**src/rtl/fetch_pkg.sv**
```systemverilog
// Shared types and constants for the instruction fetch sequencer.
//   fetchState_t : sequencer state encoding (IDLE, FETCH, DRAIN, DONE)
//   WORD_BYTES   : byte stride between consecutive instruction words
//   INSTR_W      : instruction word width
//   CNT_W        : width of the statistics counters
package fetch_pkg;

   typedef enum logic [1:0] {
      IDLE  = 2'd0,
      FETCH = 2'd1,
      DRAIN = 2'd2,
      DONE  = 2'd3
   } fetchState_t;

   localparam int WORD_BYTES = 4;
   localparam int INSTR_W    = 32;
   localparam int CNT_W      = 16;

endpackage

```
**src/rtl/fetch_stat_counter.sv**
```systemverilog
// Saturating event counter used for fetch statistics.
// Ports:
//   clk    : clock, rising edge
//   rst_n  : asynchronous active-low reset, clears count
//   clear  : synchronous clear, wins over inc
//   inc    : count one event this cycle
//   count  : current value, sticks at all-ones
module fetch_stat_counter
   import fetch_pkg::*;
(
   input  logic             clk,
   input  logic             rst_n,
   input  logic             clear,
   input  logic             inc,
   output logic [CNT_W-1:0] count
);

   always_ff @(posedge clk or negedge rst_n) begin
      if (!rst_n) begin
         count <= '0;
      end else if (clear) begin
         count <= '0;
      end else if (inc && (count != '1)) begin
         count <= count + 1'b1;
      end
   end

endmodule

```
**src/rtl/fetch_sequencer.sv**
```systemverilog
// Fetch sequencer for the single-cycle datapath's combinational instruction
// memory. Owns the PC, presents it as the memory address and registers each
// returned word into a one-entry valid/ready slot toward decode. Handles
// redirects (flush + new PC), misaligned-redirect errors and a clean stop
// after the last loaded instruction.
//
// Optional build macro: FETCH_STATS_EN
//   defined   : fetch_cnt / stall_cnt are live 16-bit saturating counters
//   undefined : both ports read 0 and no counter flops exist
//
// Ports:
//   clk, rst_n        : clock (rising edge), async active-low reset
//   start             : begin at RESET_PC, honoured in IDLE or DONE only
//   imem_addr         : byte address to instruction memory (= PC)
//   imem_instr        : word returned combinationally for imem_addr
//   out_valid/ready   : handshake of the registered output slot
//   out_instr, out_pc : registered word and its byte address
//   redirect_valid/pc : taken branch/jump, flush and continue at redirect_pc
//   busy              : in FETCH or DRAIN
//   done              : normal completion, held until next start
//   err               : misaligned redirect, held until next start
//   fetch_cnt         : words delivered (out_valid && out_ready)
//   stall_cnt         : cycles with out_valid && !out_ready
//
// state | meaning
// ------+-------------------------------------------------------------
// IDLE  | after reset, waiting for start
// FETCH | presenting PC, capturing words into the slot
// DRAIN | last word just accepted, one settle cycle before DONE
// DONE  | program ended (done) or aborted (err), PC frozen
module fetch_sequencer
   import fetch_pkg::*;
#(
   parameter int                ADDR_W    = 32,
   parameter int                NUM_INSTR = 3,
   parameter logic [ADDR_W-1:0] RESET_PC  = '0
)
(
   input  logic               clk,
   input  logic               rst_n,
   input  logic               start,
   output logic [ADDR_W-1:0]  imem_addr,
   input  logic [INSTR_W-1:0] imem_instr,
   output logic               out_valid,
   input  logic               out_ready,
   output logic [INSTR_W-1:0] out_instr,
   output logic [ADDR_W-1:0]  out_pc,
   input  logic               redirect_valid,
   input  logic [ADDR_W-1:0]  redirect_pc,
   output logic               busy,
   output logic               done,
   output logic               err,
   output logic [CNT_W-1:0]   fetch_cnt,
   output logic [CNT_W-1:0]   stall_cnt
);

   localparam logic [ADDR_W-3:0] IDX_LIMIT = (ADDR_W-2)'(NUM_INSTR);
   localparam logic [ADDR_W-1:0] PC_STEP   = ADDR_W'(WORD_BYTES);

   fetchState_t        state, stateNext;
   logic [ADDR_W-1:0]  pc, pcNext;
   logic               validReg, validNext;
   logic [INSTR_W-1:0] instrReg, instrNext;
   logic [ADDR_W-1:0]  outPcReg, outPcNext;
   logic               errReg, errNext;

   logic               slotFree;
   logic               accept;
   logic               inRange;
   logic               redirMisaligned;
   logic               startOk;

   assign accept          = validReg && out_ready;
   assign slotFree        = !validReg || out_ready;
   assign inRange         = pc[ADDR_W-1:2] < IDX_LIMIT;
   assign redirMisaligned = redirect_pc[1:0] != 2'b00;
   assign startOk         = start && ((state == IDLE) || (state == DONE));

   always_ff @(posedge clk or negedge rst_n) begin
      if (!rst_n) begin
         state    <= IDLE;
         pc       <= RESET_PC;
         validReg <= 1'b0;
         instrReg <= '0;
         outPcReg <= '0;
         errReg   <= 1'b0;
      end else begin
         state    <= stateNext;
         pc       <= pcNext;
         validReg <= validNext;
         instrReg <= instrNext;
         outPcReg <= outPcNext;
         errReg   <= errNext;
      end
   end

   always_comb begin
      stateNext = state;
      pcNext    = pc;
      validNext = validReg;
      instrNext = instrReg;
      outPcNext = outPcReg;
      errNext   = errReg;

      unique case (state)
         IDLE, DONE: begin
            validNext = 1'b0;
            if (start) begin
               pcNext    = RESET_PC;
               errNext   = 1'b0;
               stateNext = FETCH;
            end
         end

         FETCH: begin
            if (redirect_valid) begin
               // Flush wins over capture; an accept in the same cycle still
               // completes on the handshake side.
               validNext = 1'b0;
               if (redirMisaligned) begin
                  errNext   = 1'b1;
                  stateNext = DONE;
               end else begin
                  pcNext = redirect_pc;
               end
            end else if (slotFree && inRange) begin
               instrNext = imem_instr;
               outPcNext = pc;
               validNext = 1'b1;
               pcNext    = pc + PC_STEP;
            end else if (slotFree) begin
               // Past the end: settle one cycle if the last word just left,
               // so done never overlaps out_valid.
               validNext = 1'b0;
               stateNext = accept ? DRAIN : DONE;
            end
         end

         DRAIN: begin
            validNext = 1'b0;
            if (redirect_valid) begin
               if (redirMisaligned) begin
                  errNext   = 1'b1;
                  stateNext = DONE;
               end else begin
                  pcNext    = redirect_pc;
                  stateNext = FETCH;
               end
            end else begin
               stateNext = DONE;
            end
         end

         default: begin
            stateNext = IDLE;
            validNext = 1'b0;
         end
      endcase
   end

   assign imem_addr = pc;
   assign out_valid = validReg;
   assign out_instr = instrReg;
   assign out_pc    = outPcReg;
   assign busy      = (state == FETCH) || (state == DRAIN);
   assign done      = (state == DONE) && !errReg;
   assign err       = errReg;

`ifdef FETCH_STATS_EN
   logic stallEvt;

   assign stallEvt = validReg && !out_ready;

   fetch_stat_counter uFetchCnt (
      .clk   (clk),
      .rst_n (rst_n),
      .clear (startOk),
      .inc   (accept),
      .count (fetch_cnt)
   );

   fetch_stat_counter uStallCnt (
      .clk   (clk),
      .rst_n (rst_n),
      .clear (startOk),
      .inc   (stallEvt),
      .count (stall_cnt)
   );
`else
   logic unusedStats;

   assign unusedStats = startOk;
   assign fetch_cnt   = '0;
   assign stall_cnt   = '0;
`endif

endmodule

```
**config.mk**
```make
export PLATFORM = sky130hd
export DESIGN_NAME = fetch_sequencer
export DESIGN_NICKNAME = d
export VERILOG_FILES = /design/src/rtl/fetch_pkg.sv /design/src/rtl/fetch_stat_counter.sv /design/src/rtl/fetch_sequencer.sv
export SDC_FILE = /design/constraint.sdc
export NUM_CORES = 1
export LEC_CHECK = 0
export CORE_UTILIZATION = 47
export DETAILED_ROUTE_END_ITERATION = 8
export PLACE_DENSITY = 0.86
export SLEW_MARGIN = 10
export SYNTH_ARGS = -nofsm -noshare
export SYNTH_HDL_FRONTEND = slang
export SYNTH_SLANG_ARGS = --single-unit
```
**constraint.sdc**
```tcl
create_clock -name clk -period 6.45 [get_ports clk]
set_input_delay 1.29 -clock clk [delete_from_list [all_inputs] [get_ports clk]]
set_output_delay 1.29 -clock clk [all_outputs]
set_load 0.01 [all_outputs]
```
==> results of run 1 <==
==> cell usage in the layout (no fill, tap or decap), drive strengths merged, types with 2 or more instances in the layout <==
master         instances
a21oi                 27
nand4                  5
buf                    5
nand3                 14
a31oi                  9
a32oi                  2
clkdlybuf4s50        167
a22oi                  3
and4                   4
nor2b                  5
and2                  29
a41oi                  2
mux2                  44
or2                    3
o21ai                 10
nor3                   5
o2bb2ai               24
o211ai                 3
nor3b                  2
o22a                   3
ha                     5
inv                   15
o32a                   4
mux2i                  6
dfrtp                100
nand2b                 3
conb                  32
clkbuf                 9
bufinv                 2
nand2                 41
and3                   3
nor4                  10
nor2                  18
o22ai                  2
==> registers in the layout, summed over array words and instances (netlist names) <==
register   flops
err            1
imem_addr     32
out_instr     32
out_pc        32
out_valid      1
state          2
==> layer usage <==
layer,part of all wire,up-vias,GRT usage
met5,0,-,0
met4,0.024,0,0.0873
met3,0.092,36,0.0681
met2,0.47,261,0.406
met1,0.41,2072,0.321
li1,-,1925,-
==> report_power, final <==
group / switching [uW] / internal [uW]
combinational: 705 / 766
clock: 219 / 218
sequential: 161 / 792
==> worst paths after layout <==
path	from	end	depth (start not counted)
worst max-delay path	redirect_valid	state[0]$_DFFE_PN0P_	6
worst min-delay path	out_pc[19]$_DFFE_PN0P_	out_pc[19]$_DFFE_PN0P_	1
worst max register to register	state[1]$_DFFE_PN0P_	state[0]$_DFFE_PN0P_	7
worst min register to register	out_pc[19]$_DFFE_PN0P_	out_pc[19]$_DFFE_PN0P_	1
max in group asynchronous	rst_n	out_pc[27]$_DFFE_PN0P_	2
min in group asynchronous	rst_n	imem_addr[4]$_DFFE_PN0P_	1
==> final cells by class <==
cell class	instances	area share
Clock buffer	9	0.0178
Timing Repair Buffer	172	0.246
Sequential cell	100	0.360
Clock inverter	5	0.0124
Tap cell	136	0.0245
Inverter	13	0.00702
Multi-Input combinational cell	329	0.332
==> worst max-delay path, stage by stage <==
cell,delay [ps]
clkdlybuf4s50_1,550
nand2b_1,420
or4_2,730
buf_4,380
nand2_1,210
mux2_2,360
==> metrics by stage <==
stage	cells	area, um^2	total power [uW]	util
floorplan	500	5220	1890	-
global placement	750	6740	2380	0.647
detailed placement	750	6740	2430	0.647
CTS	764	6950	2880	0.667
global route	764	6950	3030	0.667
finish	764	6950	2860	0.667
==> kinds of logic (layout without fill, tap and decap cells) <==
logic type                 Yosys count  after routing  share of synthesized area
muxes                               50             50                      0.131
other                                1             32                   0.000735
and+or+nand+nor                    147            147                      0.153
AOI/OAI and AO/OA                   95             95                      0.130
buffers and inverters               71            199                     0.0826
adders and majority gates            5              5                     0.0123
DFF                                100            100                      0.490
==> metrics.yaml, run 1 <==
outcome: "finished clean"
die_h_um: 106
layout-drive-gt1-share: 0.113
ys_top_cells_by_count: "dfrtp_1, nand2_1, buf_4"
synth_cell_types: 49
core_area_mm2: 0.0104
setup_viol: 0
wl_um: 13700
tritoncts: "done"
crit_fanout: 65
synth_largest_area_cell: "dfrtp_1"
multi_input_area_mm2: 0.00231
grt_pass1_vias: 4244
pre_cts_slack_ps: 2380
drt_iter0_markers: 328
die_w_um: 106
syn_area_mm2: 0.00510
ctsHoldBuffers: 0
hold_violations: 0
gp_congestion: 0.931
holdWs_ps: 489
drcViolationCount: 0
hpwlAfterDp_um: 9940
cts_buffer_depth: 2
avgViaCountPerCell: 5.62
drt_pre_antenna_iters: 5
yosysWarnings: 0
rsz0062_at_grt: "no"
io_buffers: 168
yosysMostFrequentCell: "dfrtp_1"
h-tree-depth: 3
min_path_type: "reg2reg"
powerDensity_mw_per_mm2: 412
syn_inst: 469
cellLeakagePower_uw: 0.00300
critPathKind: "in2reg"
worstPathRequired_ps: 6720
ys_ff_latch: 100
insertedDiodeCount: 0
peakVddDrop_uv: 294
grt_pass1_wl_um: 21900
max_cap_viol_count: 0
clock.fmax_ghz: 0.272
arrival_ps: 3940
clock_sinks: 100
overflow: 0
r2r_setup_slack_ps: 3540
avgSynthCellArea_um2: 10.9
worst_slew_pin_slew_ps: 970
ys_async_sr_fraction: 1.00
antenna_found_initial: 0
wire_per_inst_um: 18.0
post_cts.repair.setup_buffers: 0
slew_viol_final: 0
final_antenna_net_count: 0
period_share: 0.569
synth-seq-area-share: 0.490
crit_path_start_kind: "primary input"
cts_buffers: 9
slew-limit-headroom: 0.351
cts_resized: 0
synth_top_area_share: 0.490
final.setup.tns_ps: 0
die-area_mm2: 0.0113
setup.worst_path.end_class: "register"
finalNetCount: 699
ys.flop_type: "dfrtp_1"
cts.clk_slew.worst_paths_ps: 90
seq_area_mm2: 0.00250
synth_area_leaders: "dfrtp_1, mux2_4, buf_4, o2bb2ai_1, and2_1"
io_pins: 201
grt_max_degree: 67
grt_use_total: 0.250
fillers: 801
clkLatencyLatePin_ps: 380
via_count: 4294
start_util: 0.490
synth-edff-count: 0
area_growth_pct: 36.1
clock_skew_ps: 8.03
fin_crit_ps: 3670
cts-root-buf: "clkbuf_8"
worst_slack_ps: 2780
rows: 37
No activity file was read; power rests on OpenSTA's default activity.
==> inputs of run 2 (changes only) <==
--- a/config.mk
+++ b/config.mk
@@ -5,9 +5,9 @@
 export SDC_FILE = /design/constraint.sdc
 export NUM_CORES = 1
 export LEC_CHECK = 0
-export CORE_UTILIZATION = 47
+export CORE_UTILIZATION = 44
 export DETAILED_ROUTE_END_ITERATION = 8
-export PLACE_DENSITY = 0.86
+export PLACE_DENSITY = 0.81
 export SLEW_MARGIN = 10
 export SYNTH_ARGS = -nofsm -noshare
 export SYNTH_HDL_FRONTEND = slang
==> constraint.sdc (replaced) <==
create_clock -name clk -period 3.8 [get_ports clk]
set_input_delay 0.76 -clock clk [delete_from_list [all_inputs] [get_ports clk]]
set_output_delay 0.76 -clock clk [all_outputs]
set_load 0.01 [all_outputs]
==> run 2 against run 1 <==
Clock-buffer cell count unchanged. Register-to-register slack worse by 2500 ps. Sequential cell count unchanged. Combinational power up 72%. Non-clock buffer count up 3. First-iteration DRC count up 0.91%. Total power up 77%. Clock skew down 1.2 ps. Design area up 1.7%. Sequential share of layout area down 0.59 points. Critical path type is now reg2out.
==> metrics.yaml, run 2 (same netlist as run 1, synthesis figures left out) <==
outcome: "finished clean"
final_antenna_net_count: 0
cts_resized: 0
powerDensity_mw_per_mm2: 715
post_cts.repair.setup_buffers: 0
clock.fmax_ghz: 0.332
die-area_mm2: 0.0120
fillers: 862
holdWs_ps: 428
grt_max_degree: 65
fin_cells: 773
seq_area_mm2: 0.00250
grt_use_met1: 0.300
finalNetCount: 702
cellLeakagePower_uw: 0.00305
drcViolationCount: 0
io_pins: 201
slew-limit-headroom: 0.434
setup.worst_path.end_class: "primary output"
avgViaCountPerCell: 5.54
start_util: 0.461
worstRegToRegCells: 6
die_h_um: 110
clock_skew_ps: 6.84
area_growth_pct: 38.4
insertedDiodeCount: 0
critPathKind: "reg2out"
min_path_type: "in2async"
drt_iter0_markers: 331
cts_buffer_depth: 2
cts-root-buf: "clkbuf_16"
max_cap_viol_count: 0
gp_congestion: 0.906
io_buffers: 168
grt_pass1_vias: 4072
crit_fanout: 19
grt_use_total: 0.231
h-tree-depth: 3
gr-usage-met2: 0.382
r2r_start: "state[0]$_DFFE_PN0P_"
multi_input_area_mm2: 0.00230
arrival_ps: 2250
layout_commonest_cell: "clkdlybuf4s50_1"
r2r_end: "imem_addr[23]$_DFFE_PN0P_"
wl_um: 13500
layout-drive-gt1-share: 0.118
core_area_mm2: 0.0111
die_w_um: 110
hpwlAfterDp_um: 9650
peakVddDrop_uv: 472
hold_violations: 0
period_share: 0.793
setup_viol: 0
r2r_setup_slack_ps: 1010
final.setup.tns_ps: 0
grt_busiest_layer: "met2"
dp_cells: 757
clkLatencyLatePin_ps: 350
grt_pass1_wl_um: 21300
tritoncts: "done"
drt_pre_antenna_iters: 5
crit_path_start_kind: "register"
rows: 38
overflow: 0
fin_crit_ps: 3010
worst_slew_pin_slew_ps: 846
clock_sinks: 100
wire_per_inst_um: 17.5
final_cell_mix: "clkdlybuf4s50_1, dfrtp_1, nand2_1, conb_1, mux2_4"
rsz0062_at_grt: "no"
cts.clk_slew.worst_paths_ps: 70
cts_buffers: 9
ctsHoldBuffers: 0
slew_viol_final: 0
gr-usage-met3: 0.0694
worstPathRequired_ps: 3040
antenna_found_initial: 0
via_count: 4280
==> run 2: changes by cell type in the layout (fill, tap and decap cells not counted), moves of 2 or more <==
cell       delta
clkbuf_16     +9
clkbuf_8      -9
buf_4         +2
bufinv_16     -2
==> run 2: worst max-delay path: stages (launching register included) <==
cell	delay, ps
dfrtp_1	420
inv_1	70
ha_1	690
inv_1	200
clkdlybuf4s50_1	520
==> run 2: how the worst max path moves through the flow <==
| stage | slack [ps] | cells after the start | end | startpoint |
|---|---|---|---|---|
| after floorplan | 1420 | 6 | out_instr[0]$_DFFE_PN0P_ | redirect_valid |
| after global placement | 690 | 5 | imem_addr[12]$_DFFE_PN0P_ | redirect_valid |
| after detailed placement | 650 | 5 | out_instr[13]$_DFFE_PN0P_ | redirect_valid |
| after CTS | 800 | 4 | busy | state[0]$_DFFE_PN0P_ |
| after global routing | 630 | 4 | busy | state[0]$_DFFE_PN0P_ |
| final | 790 | 4 | busy | state[0]$_DFFE_PN0P_ |
==> run 2: report_power, final <==
| group | switching, uW | leakage, uW | internal [uW] | total (uW) |
|---|---|---|---|---|
| logic | 1200 | 0.00159 | 1330 | 2530 |
| registers | 268 | 0.00132 | 1350 | 1610 |
| clock network | 445 | 0.000142 | 461 | 906 |
==> run 2: stage by stage <==
step                total power [uW]  setup WS [ps]   util  area [um^2]
global placement                4080            695  0.611         6770
detailed placement              4150            653  0.611         6770
floorplan                       3210           1420      -         5220
CTS                             5080            797  0.637         7060
global route                    5350            628  0.637         7060
finish                          5050            788  0.637         7060
==> run 2: routing by layer <==
| metal | share of wire | vias to the layer above |
|---|---|---|
| met5 | 0 | - |
| met4 | 0.013 | 0 |
| met2 | 0.48 | 258 |
| li1 | - | 1935 |
| met1 | 0.41 | 2066 |
| met3 | 0.10 | 21 |
==> run 2: area by class of cell <==
type,instances,share of cell area
sequential,100,0.354
multi-input combinational,329,0.326
timing repair buffer,175,0.247
clock buffer,9,0.0319
tap,140,0.0248
clock inverter,7,0.00939
inverter,13,0.00691
